<file path="src/rtl/sd_dat0_block_rx_pkg.sv">
// Shared definitions for the SD DAT0 block receiver and the CRC16 generator:
// line levels, CRC polynomial, receiver state encoding and the CRC16 step.
package sd_dat0_block_rx_pkg;

  localparam logic [15:0] SD_CRC16_POLY = 16'h1021;
  localparam logic        SD_START_BIT  = 1'b0;
  localparam logic        SD_END_BIT    = 1'b1;

  typedef enum logic [2:0] {
    ST_IDLE    = 3'd0,
    ST_WAIT_SB = 3'd1,
    ST_DATA    = 3'd2,
    ST_CRC     = 3'd3,
    ST_ENDB    = 3'd4
  } rx_state_e;

  // One serial step of x^16+x^12+x^5+1, message bit entering MSB first.
  function automatic logic [15:0] crc16_step(input logic [15:0] crc, input logic bitval);
    logic fb;
    fb = crc[15] ^ bitval;
    return {crc[14:0], 1'b0} ^ (fb ? SD_CRC16_POLY : 16'h0000);
  endfunction

endpackage

</file>
<file path="src/rtl/sd_crc16_lfsr.sv">
// Serial CRC16 LFSR with synchronous clear and step enable; shared by the
// DAT receiver (checking) and the DAT transmitter (generating).
module sd_crc16_lfsr
  import sd_dat0_block_rx_pkg::*;
(
  input  logic        clk,
  input  logic        rst_n,
  input  logic        clr,
  input  logic        en,
  input  logic        bitval,
  output logic [15:0] crc
);

  logic [15:0] crc_q;
  logic [15:0] crc_d;

  always_comb begin
    crc_d = crc_q;
    if (clr) begin
      crc_d = 16'h0000;
    end else if (en) begin
      crc_d = crc16_step(crc_q, bitval);
    end
  end

  always_ff @(posedge clk or negedge rst_n) begin
    if (!rst_n) begin
      crc_q <= 16'h0000;
    end else begin
      crc_q <= crc_d;
    end
  end

  assign crc = crc_q;

endmodule

</file>
<file path="src/rtl/sd_dat0_block_rx.sv">
// SD DAT0 single-bit read block receiver: finds the start bit, delivers payload
// bytes, checks the trailing CRC16 against the running CRC and the end bit.
module sd_dat0_block_rx
  import sd_dat0_block_rx_pkg::*;
#(
  parameter int BLK_BYTES    = 512,
  parameter int TIMEOUT_BITS = 65535
) (
  input  logic       clk,
  input  logic       rst_n,
  input  logic       bit_en,
  input  logic       dat_in,
  input  logic       start,
  input  logic       abort,
  output logic [7:0] byte_out,
  output logic       byte_valid,
  output logic       busy,
  output logic       done,
  output logic       crc_ok,
  output logic       crc_err,
  output logic       end_err,
  output logic       timeout
);

  localparam int BCW = (BLK_BYTES > 1) ? $clog2(BLK_BYTES) : 1;
  localparam int TCW = $clog2(TIMEOUT_BITS + 1);
  localparam logic [BCW-1:0] BYTE_LAST = BCW'(BLK_BYTES - 1);
  localparam logic [TCW-1:0] TO_LAST   = TCW'(TIMEOUT_BITS - 1);
  localparam logic [TCW-1:0] TO_MAX    = TCW'(TIMEOUT_BITS);

  rx_state_e      state_q, state_d;
  logic [2:0]     bit_cnt_q, bit_cnt_d;
  logic [BCW-1:0] byte_cnt_q, byte_cnt_d;
  logic [3:0]     crc_cnt_q, crc_cnt_d;
  logic [TCW-1:0] to_cnt_q, to_cnt_d;
  logic [7:0]     shift_q, shift_d;
  logic [15:0]    rx_crc_q, rx_crc_d;
  logic [7:0]     byte_out_q, byte_out_d;
  logic           byte_valid_q, byte_valid_d;
  logic           busy_q, busy_d;
  logic           done_q, done_d;
  logic           crc_ok_q, crc_ok_d;
  logic           crc_err_q, crc_err_d;
  logic           end_err_q, end_err_d;
  logic           timeout_q, timeout_d;
  logic           crc_clr;
  logic           crc_en;
  logic [15:0]    crc_calc;

  sd_crc16_lfsr u_crc (
    .clk    (clk),
    .rst_n  (rst_n),
    .clr    (crc_clr),
    .en     (crc_en),
    .bitval (dat_in),
    .crc    (crc_calc)
  );

  always_comb begin
    state_d      = state_q;
    bit_cnt_d    = bit_cnt_q;
    byte_cnt_d   = byte_cnt_q;
    crc_cnt_d    = crc_cnt_q;
    to_cnt_d     = to_cnt_q;
    shift_d      = shift_q;
    rx_crc_d     = rx_crc_q;
    byte_out_d   = byte_out_q;
    byte_valid_d = 1'b0;
    busy_d       = busy_q;
    done_d       = 1'b0;
    crc_ok_d     = crc_ok_q;
    crc_err_d    = crc_err_q;
    end_err_d    = end_err_q;
    timeout_d    = 1'b0;
    crc_clr      = 1'b0;
    crc_en       = 1'b0;

    // Abort outranks every strobe and START in the same cycle.
    if (abort) begin
      state_d = ST_IDLE;
      busy_d  = 1'b0;
    end else begin
      unique case (state_q)
        ST_IDLE: begin
          if (start) begin
            state_d    = ST_WAIT_SB;
            busy_d     = 1'b1;
            bit_cnt_d  = '0;
            byte_cnt_d = '0;
            crc_cnt_d  = '0;
            to_cnt_d   = '0;
            crc_clr    = 1'b1;
            crc_ok_d   = 1'b0;
            crc_err_d  = 1'b0;
            end_err_d  = 1'b0;
          end
        end
        ST_WAIT_SB: begin
          if (bit_en) begin
            if (dat_in == SD_START_BIT) begin
              state_d = ST_DATA;
            end else begin
              if (to_cnt_q != TO_MAX) to_cnt_d = to_cnt_q + TCW'(1);
              if (to_cnt_q == TO_LAST) begin
                timeout_d = 1'b1;
                busy_d    = 1'b0;
                state_d   = ST_IDLE;
              end
            end
          end
        end
        ST_DATA: begin
          if (bit_en) begin
            crc_en    = 1'b1;
            shift_d   = {shift_q[6:0], dat_in};
            bit_cnt_d = bit_cnt_q + 3'd1;
            if (bit_cnt_q == 3'd7) begin
              byte_out_d   = {shift_q[6:0], dat_in};
              byte_valid_d = 1'b1;
              byte_cnt_d   = byte_cnt_q + BCW'(1);
              if (byte_cnt_q == BYTE_LAST) begin
                byte_cnt_d = '0;
                state_d    = ST_CRC;
              end
            end
          end
        end
        ST_CRC: begin
          if (bit_en) begin
            rx_crc_d  = {rx_crc_q[14:0], dat_in};
            crc_cnt_d = crc_cnt_q + 4'd1;
            if (crc_cnt_q == 4'd15) state_d = ST_ENDB;
          end
        end
        ST_ENDB: begin
          if (bit_en) begin
            end_err_d = (dat_in != SD_END_BIT);
            crc_ok_d  = (rx_crc_q == crc_calc);
            crc_err_d = (rx_crc_q != crc_calc);
            done_d    = 1'b1;
            busy_d    = 1'b0;
            state_d   = ST_IDLE;
          end
        end
        default: begin
          state_d = ST_IDLE;
          busy_d  = 1'b0;
        end
      endcase
    end
  end

  always_ff @(posedge clk or negedge rst_n) begin
    if (!rst_n) begin
      state_q      <= ST_IDLE;
      bit_cnt_q    <= '0;
      byte_cnt_q   <= '0;
      crc_cnt_q    <= '0;
      to_cnt_q     <= '0;
      shift_q      <= '0;
      rx_crc_q     <= '0;
      byte_out_q   <= '0;
      byte_valid_q <= 1'b0;
      busy_q       <= 1'b0;
      done_q       <= 1'b0;
      crc_ok_q     <= 1'b0;
      crc_err_q    <= 1'b0;
      end_err_q    <= 1'b0;
      timeout_q    <= 1'b0;
    end else begin
      state_q      <= state_d;
      bit_cnt_q    <= bit_cnt_d;
      byte_cnt_q   <= byte_cnt_d;
      crc_cnt_q    <= crc_cnt_d;
      to_cnt_q     <= to_cnt_d;
      shift_q      <= shift_d;
      rx_crc_q     <= rx_crc_d;
      byte_out_q   <= byte_out_d;
      byte_valid_q <= byte_valid_d;
      busy_q       <= busy_d;
      done_q       <= done_d;
      crc_ok_q     <= crc_ok_d;
      crc_err_q    <= crc_err_d;
      end_err_q    <= end_err_d;
      timeout_q    <= timeout_d;
    end
  end

  assign byte_out   = byte_out_q;
  assign byte_valid = byte_valid_q;
  assign busy       = busy_q;
  assign done       = done_q;
  assign crc_ok     = crc_ok_q;
  assign crc_err    = crc_err_q;
  assign end_err    = end_err_q;
  assign timeout    = timeout_q;

endmodule

</file>
<file path="config.mk">
export PLATFORM = sky130hd
export DESIGN_NAME = sd_dat0_block_rx
export DESIGN_NICKNAME = d
export VERILOG_FILES = /design/src/rtl/sd_dat0_block_rx_pkg.sv /design/src/rtl/sd_crc16_lfsr.sv /design/src/rtl/sd_dat0_block_rx.sv
export SDC_FILE = /design/constraint.sdc
export NUM_CORES = 1
export LEC_CHECK = 0
export BUFFER_PORTS_ARGS = -buffer_cell sky130_fd_sc_hd__buf_2
export CAP_MARGIN = 30
export CORE_ASPECT_RATIO = 0.6
export CORE_UTILIZATION = 45
export DETAILED_ROUTE_END_ITERATION = 6
export MAX_ROUTING_LAYER = met4
export PLACE_DENSITY = 0.59
export SYNTH_ARGS = -nofsm -noshare
export SYNTH_HDL_FRONTEND = slang
export SYNTH_SLANG_ARGS = --single-unit
</file>
<file path="constraint.sdc">
create_clock -name clk -period 4.9 [get_ports clk]
set_clock_uncertainty 0.05 [all_clocks]
set_input_delay 0.735 -clock clk [delete_from_list [all_inputs] [get_ports clk]]
set_output_delay 0.735 -clock clk [all_outputs]
set_load 0.03 [all_outputs]
</file>
# ---- Word-level counts from Yosys, hierarchy flattened
# Index checks and enable logic that the tools add are counted.
dict set report totals {
  regBits 89
  out_inout_bits 15
  elab_cells 134
}
dict set report op_classes {
  n_mux 62
  n_eq_ne 31
  reduce_logical 17
  n_addsub 4
  bitwise_logic 4
}
# operator n
set ops {}
lappend ops {{$mux 16} 6}
lappend ops {{$mux 3} 13}
lappend ops {{$mux 9} 4}
lappend ops {{$pmux 16 s2} 1}
lappend ops {{$ne 3x3->1 const B} 10}
lappend ops {{$mux 1} 27}
lappend ops {{$pmux 9 s2} 1}
lappend ops {{$add 16x1->16 const B} 1}
lappend ops {{$eq 16x16->1} 1}
lappend ops {{$eq 16x16->1 const B} 1}
lappend ops {{$ne 16x16->1} 1}
lappend ops {{$ne 16x16->1 const B} 1}
lappend ops {{$ne 2x2->1 const B} 8}
lappend ops {{$reduce_and 4->1} 4}
lappend ops {{$xor 16x16->16} 1}
lappend ops {{$pmux 3 s5} 1}
lappend ops {{$mux 13} 1}
lappend ops {{$reduce_and 6->1} 2}
lappend ops {{$reduce_bool 2->1} 5}
lappend ops {{$add 9x1->9 const B} 1}
lappend ops {{$eq 9x9->1 const B} 1}
lappend ops {{$reduce_and 9->1} 1}
lappend ops {{$mux 4} 2}
lappend ops {{$pmux 4 s2} 1}
lappend ops {{other kinds (17)} 23}

# ---- Depth between registers and ports, before layout
dict set report logic_depth {
  depth_word 6
  depth_mapped 10
  mapped_depth_nobuf 9
}

# ---- Hierarchy
# From an unflattened synthesis, not the netlist that was laid out.
dict set report hier_totals {
  hier_cells 416
  hier_area_um2 4415.5
}
# module cells_per_inst area_each_um2 seq_area_each_um2 instances
set by_module_without_submodules {}
lappend by_module_without_submodules {sd_dat0_block_rx 358 3727.3 1826.8 1}
lappend by_module_without_submodules {sd_crc16_lfsr 58 688.2 400.4 1}

# ---- Least setup slack after synthesis
# No wires, ideal clock.
dict set report synth_path {
  kind {register to register}
  start {register byte_cnt_q[0]}
  end {register byte_cnt_q[3]}
  path_stages_with_launch 11
  path_slack_ps 2331
  period_less_slack_ps 2569
  t_arrival_ps 2424
  setup_ps 95
  cell_sequence {dfrtp_1 ha_1 and3_1 nand3_1 nor2_1 ha_1 or4b_2 clkbuf_1 or2_0 buf_2 o31ai_1}
}
dict set report synth_between {
  elab_chain_len 5
  word_cells_on_any_way 6
}
# element line_no
set synth_rtl {}
lappend synth_rtl {{start: declaration} sd_dat0_block_rx.sv:33} ;# logic [BCW-1:0] byte_cnt_q, byte_cnt_d;
lappend synth_rtl {{start signal: assignment} sd_dat0_block_rx.sv:173} ;# byte_cnt_q <= byte_cnt_d;
lappend synth_rtl {{$add 9x1->9 or $eq 9x9->1 (tied branches)} {sd_dat0_block_rx.sv:120, sd_dat0_block_rx.sv:121}}
lappend synth_rtl {{$mux 9 *} sd_dat0_block_rx.sv:121} ;# if (byte_cnt_q == BYTE_LAST) begin
lappend synth_rtl {{$mux 9 *} sd_dat0_block_rx.sv:117} ;# if (bit_cnt_q == 3'd7) begin
lappend synth_rtl {{$mux 9 *} sd_dat0_block_rx.sv:113} ;# if (bit_en) begin
lappend synth_rtl {{$pmux 9 s2 *} sd_dat0_block_rx.sv:83} ;# unique case (state_q)
# Mark *: on every way between the ends. The rest lies on a longest branch, timed or not. The select of a mux whose other input is x is not followed.
# A chain may end at the register's enable or synchronous reset.

# ---- Worst setup path in the final report
# Ends and elaborated chain as after synthesis.

==> metrics.md <==
| Metric | Value |
|---|---|
| Share of layout cells above drive strength 1 | between 15 and 20% |
| Power share of the sequential group | 46.1% |
| Final min period | approximately 2.7 ns |
| CP top delay family | simple AND/OR/NAND/NOR gates |
| CTS tree | yes |
| Final TNS setup | 0 ns |
| FF+latch count, synth | 89 |
| Post-detail-place hpwl | 6410 um |
| GP Congestion | approximately 0.88 |
| Clock power frac | 33.3% |
| Leakage | 2.35 nW |
| Nets | roughly 470 |
| Rows | 27 |
| VDD IR max | 0.171 mV |
| Status | finished, final reports clean |
| GRT Total Usage | a little over a fifth |
| Slew @ Worst Pin | 0.846 ns |
| Commonest cells in the netlist | 89 x dfrtp_1, 78 x nand2_1, 28 x a21oi_1 |
| Crit path top cell by count | ha_1 |
| Async set-reset flop share out of synthesis | 100% |
| Root Buffer | clkbuf_16 |
| Post-route ant nets | 0 |
| First-pass GRT wire length | 15,900 um |
| Synth area leader | dfrtp_1 |
| Netlist Area Pre-Place | between 4000 and 5000 um2 |
| Top-count cell post-synth | dfrtp_1 |
| Worst setup EP type | register |
| Top cells by area, synth | dfrtp_1 50%, mux2_2 6.6%, nand2_1 6.6% |
| Syn_nets | approximately 460 |
| Rel. slew slack | about 43% |
| Hold_buf cts | 0 |
| Chip width | between 100 and 150 um |
| CP Launch Type | register |
| Core Area | 9360 um2 |
| Initial antenna violation count | 0 |
| P per Cell Area | around 410 nW/um2 |
| Final Cycle Share | a little under three fifths |
| Critical path data arrival time | around 2.9 ns |
| # H-tree levels | 3 |
| Critical path cell sequence | ha_1, and3_1, nand3_1, nor2_1, ha_1, or4b_2, or2_0, o31ai_1 |
| Die height | 78.9 um |
| WP buf/inv | 0 |
| RSZ-0062 raised after global routing | false |
| # diodes | 0 |
| Final Hold Fails | 0 |
| Max Fclk | 367 MHz |
| Routed wire per std cell | 16.0 um |
| Skew-Pair Late Insertion Delay | around 0.34 ns |
| Syn Area/Cell | approximately 10 um2 |
| # setup viols final | 0 |
| Yosys cell types | 49 |
| Post-synthesis sequential area ratio | approximately 50% |
| CP peak stage delay | 0.71 ns |
| DRT Pass-1 Iters | 5 |
| Yosys warns | 0 |
| CTS Buffer Depth | 2 |
| Post-synth EDFFs | 0 |
| Fin Hold WS | 0.344 ns |
| Dominant synthesized flop cell | dfrtp_1 |
| Kind of critical path | reg2reg |
| DR vias/cell | about 5.6 |
| Initial drt markers | around 280 |
| Clock slew at reported path FFs | 0.07 ns |
| Final Max Tran Viols | 0 |
| Largest net degree at the start of global routing | between 40 and 50 |
| I/O pin cnt | 21 |
| Number of global-route vias before repair | between 3,000 and 4,000 |
| CTS Sinks | a little under 90 |
| Net Switching | between 0.0006 and 0.0007 W |
| Top cell type's share of synthesized area | between 50 and 60% |
| CTS Buf Count | 9 |
| Comb pwr share | between 20% and 30% |
| GRT overflow | 0 |
| Post-CTS sizing | 0 |
| Critical Path Fanout Max | 7 |
| Initial Util | 47.4% |
| Hold Crit Class | in2async |
| Vias after detailed routing | approximately 3,300 |
| Int Pwr | 0.00136 W |
| Switching portion of total power | 32.4% |
| Setup bufs post-CTS | 0 |
| Final WL | 9470 um |
| Max-Cap Viols | 0 |
| Die ar. | 10,300 um2 |
| PortBufs | 20 |
| Residual DRC | 0 |
| CP max-delay cell | or4b_2 |
| Layout area overhead | 11.3% |
| Critical path required time | 5.09 ns |
| Syn Inst Count | around 440 |
-- per-layer routing --
layer | wire, um | track usage (%)
met3 | 508 | 4.25
met4 | 103 | 6.28
met2 | 3700 | 26.8
met1 | 5160 | 33.2
met5 | 0 | -
-- placed cells by master (no fill, tap or decap), drive strengths merged, types with 13 or more instances in the layout --
master | Yosys | layout
o21ai | 22 | 22
dfrtp | 89 | 89
a21oi | 28 | 28
nor2 | 13 | 13
nand2 | 79 | 79
buf | 9 | 25
xor2 | 17 | 17
mux2 | 26 | 26
nand3 | 15 | 15
-- power by group through the flow --
stage,Sequential [W],Combinational (W),Clock (W)
after floorplan,0.000903,0.000325,0
after global placement,0.000934,0.000398,0
after detailed placement,0.000934,0.000415,0
after CTS,0.000922,0.000415,0.000688
after global routing,0.000937,0.000461,0.000716
final,0.000924,0.000413,0.000669
-- logic make-up (layout without fill, tap and decap cells) --
family,after synthesis,after routing,share of synthesized area [%]
multiplexers,35,35,8.64
XOR/XNOR,20,20,3.95
AND/OR/NAND/NOR,178,178,20.7
AO/OA/AOI/OAI,82,82,11.2
flip-flops,89,89,50.2
buffers and inverters,33,49,3.25
adder cells (fa/ha/maj),7,7,1.98
-- path summary, 6_finish.rpt --
kind / from / end / slack (ns) / cells past startpoint
max: byte_cnt_q[0] / byte_cnt_q[3] / 2.18 / 8
min: rst_n / byte_out[5] / 0.34 / 1
max reg2reg: byte_cnt_q[0] / byte_cnt_q[3] / 2.18 / 8
min reg2reg: crc_ok / crc_ok / 0.44 / 2
max in group asynchronous: rst_n / u_crc.crc[11] / 3.43 / 2
min in group clk: crc_ok / crc_ok / 0.44 / 2
-- registers in the layout, summed over array words and instances, names as in the netlist --
| signal | flops |
|---|---|
| bit_cnt_q | 3 |
| busy | 1 |
| byte_cnt_q | 9 |
| byte_out | 8 |
| byte_valid | 1 |
| crc_cnt_q | 4 |
| crc_err | 1 |
| crc_ok | 1 |
| done | 1 |
| end_err | 1 |
| rx_crc_q | 16 |
| shift_q | 7 |
| state_q | 3 |
| timeout | 1 |
| to_cnt_q | 16 |
| u_crc.crc | 16 |
-- worst register-to-register path, delay by kind of cell (launching register included) --
| kind | cells | cell delay (ns) |
|---|---|---|
| AO/OA/AOI/OAI | 1 | 0.27 |
| AND/OR/NAND/NOR | 5 | 1.45 |
| flip-flops | 1 | 0.42 |
| adder cells (fa/ha/maj) | 2 | 0.42 |
-- through the flow --
step	power, W	cell area, um2	cells	utilization (%)	worst slack [ns]
4_1_cts	0.00203	4930	590	52.7	2.17
2_1_floorplan	0.00123	4430	444	-	2.33
3_3_place_gp	0.00133	4610	573	49.3	2.29
3_5_place_dp	0.00135	4640	574	49.6	2.19
5_1_grt	0.00211	4930	590	52.7	2.01
6_report	0.00201	4930	590	52.7	2.18
-- layout make-up --
cell class,instances,area (um2)
fillers,871,4420
flip-flops and latches,89,2230
multi-input cells,322,2060
clock buffers,11,253
well taps,130,163
repair buffers,25,160
clock inverters,5,38.8
inverters,8,30.0
(Power assumes the default switching activity.)
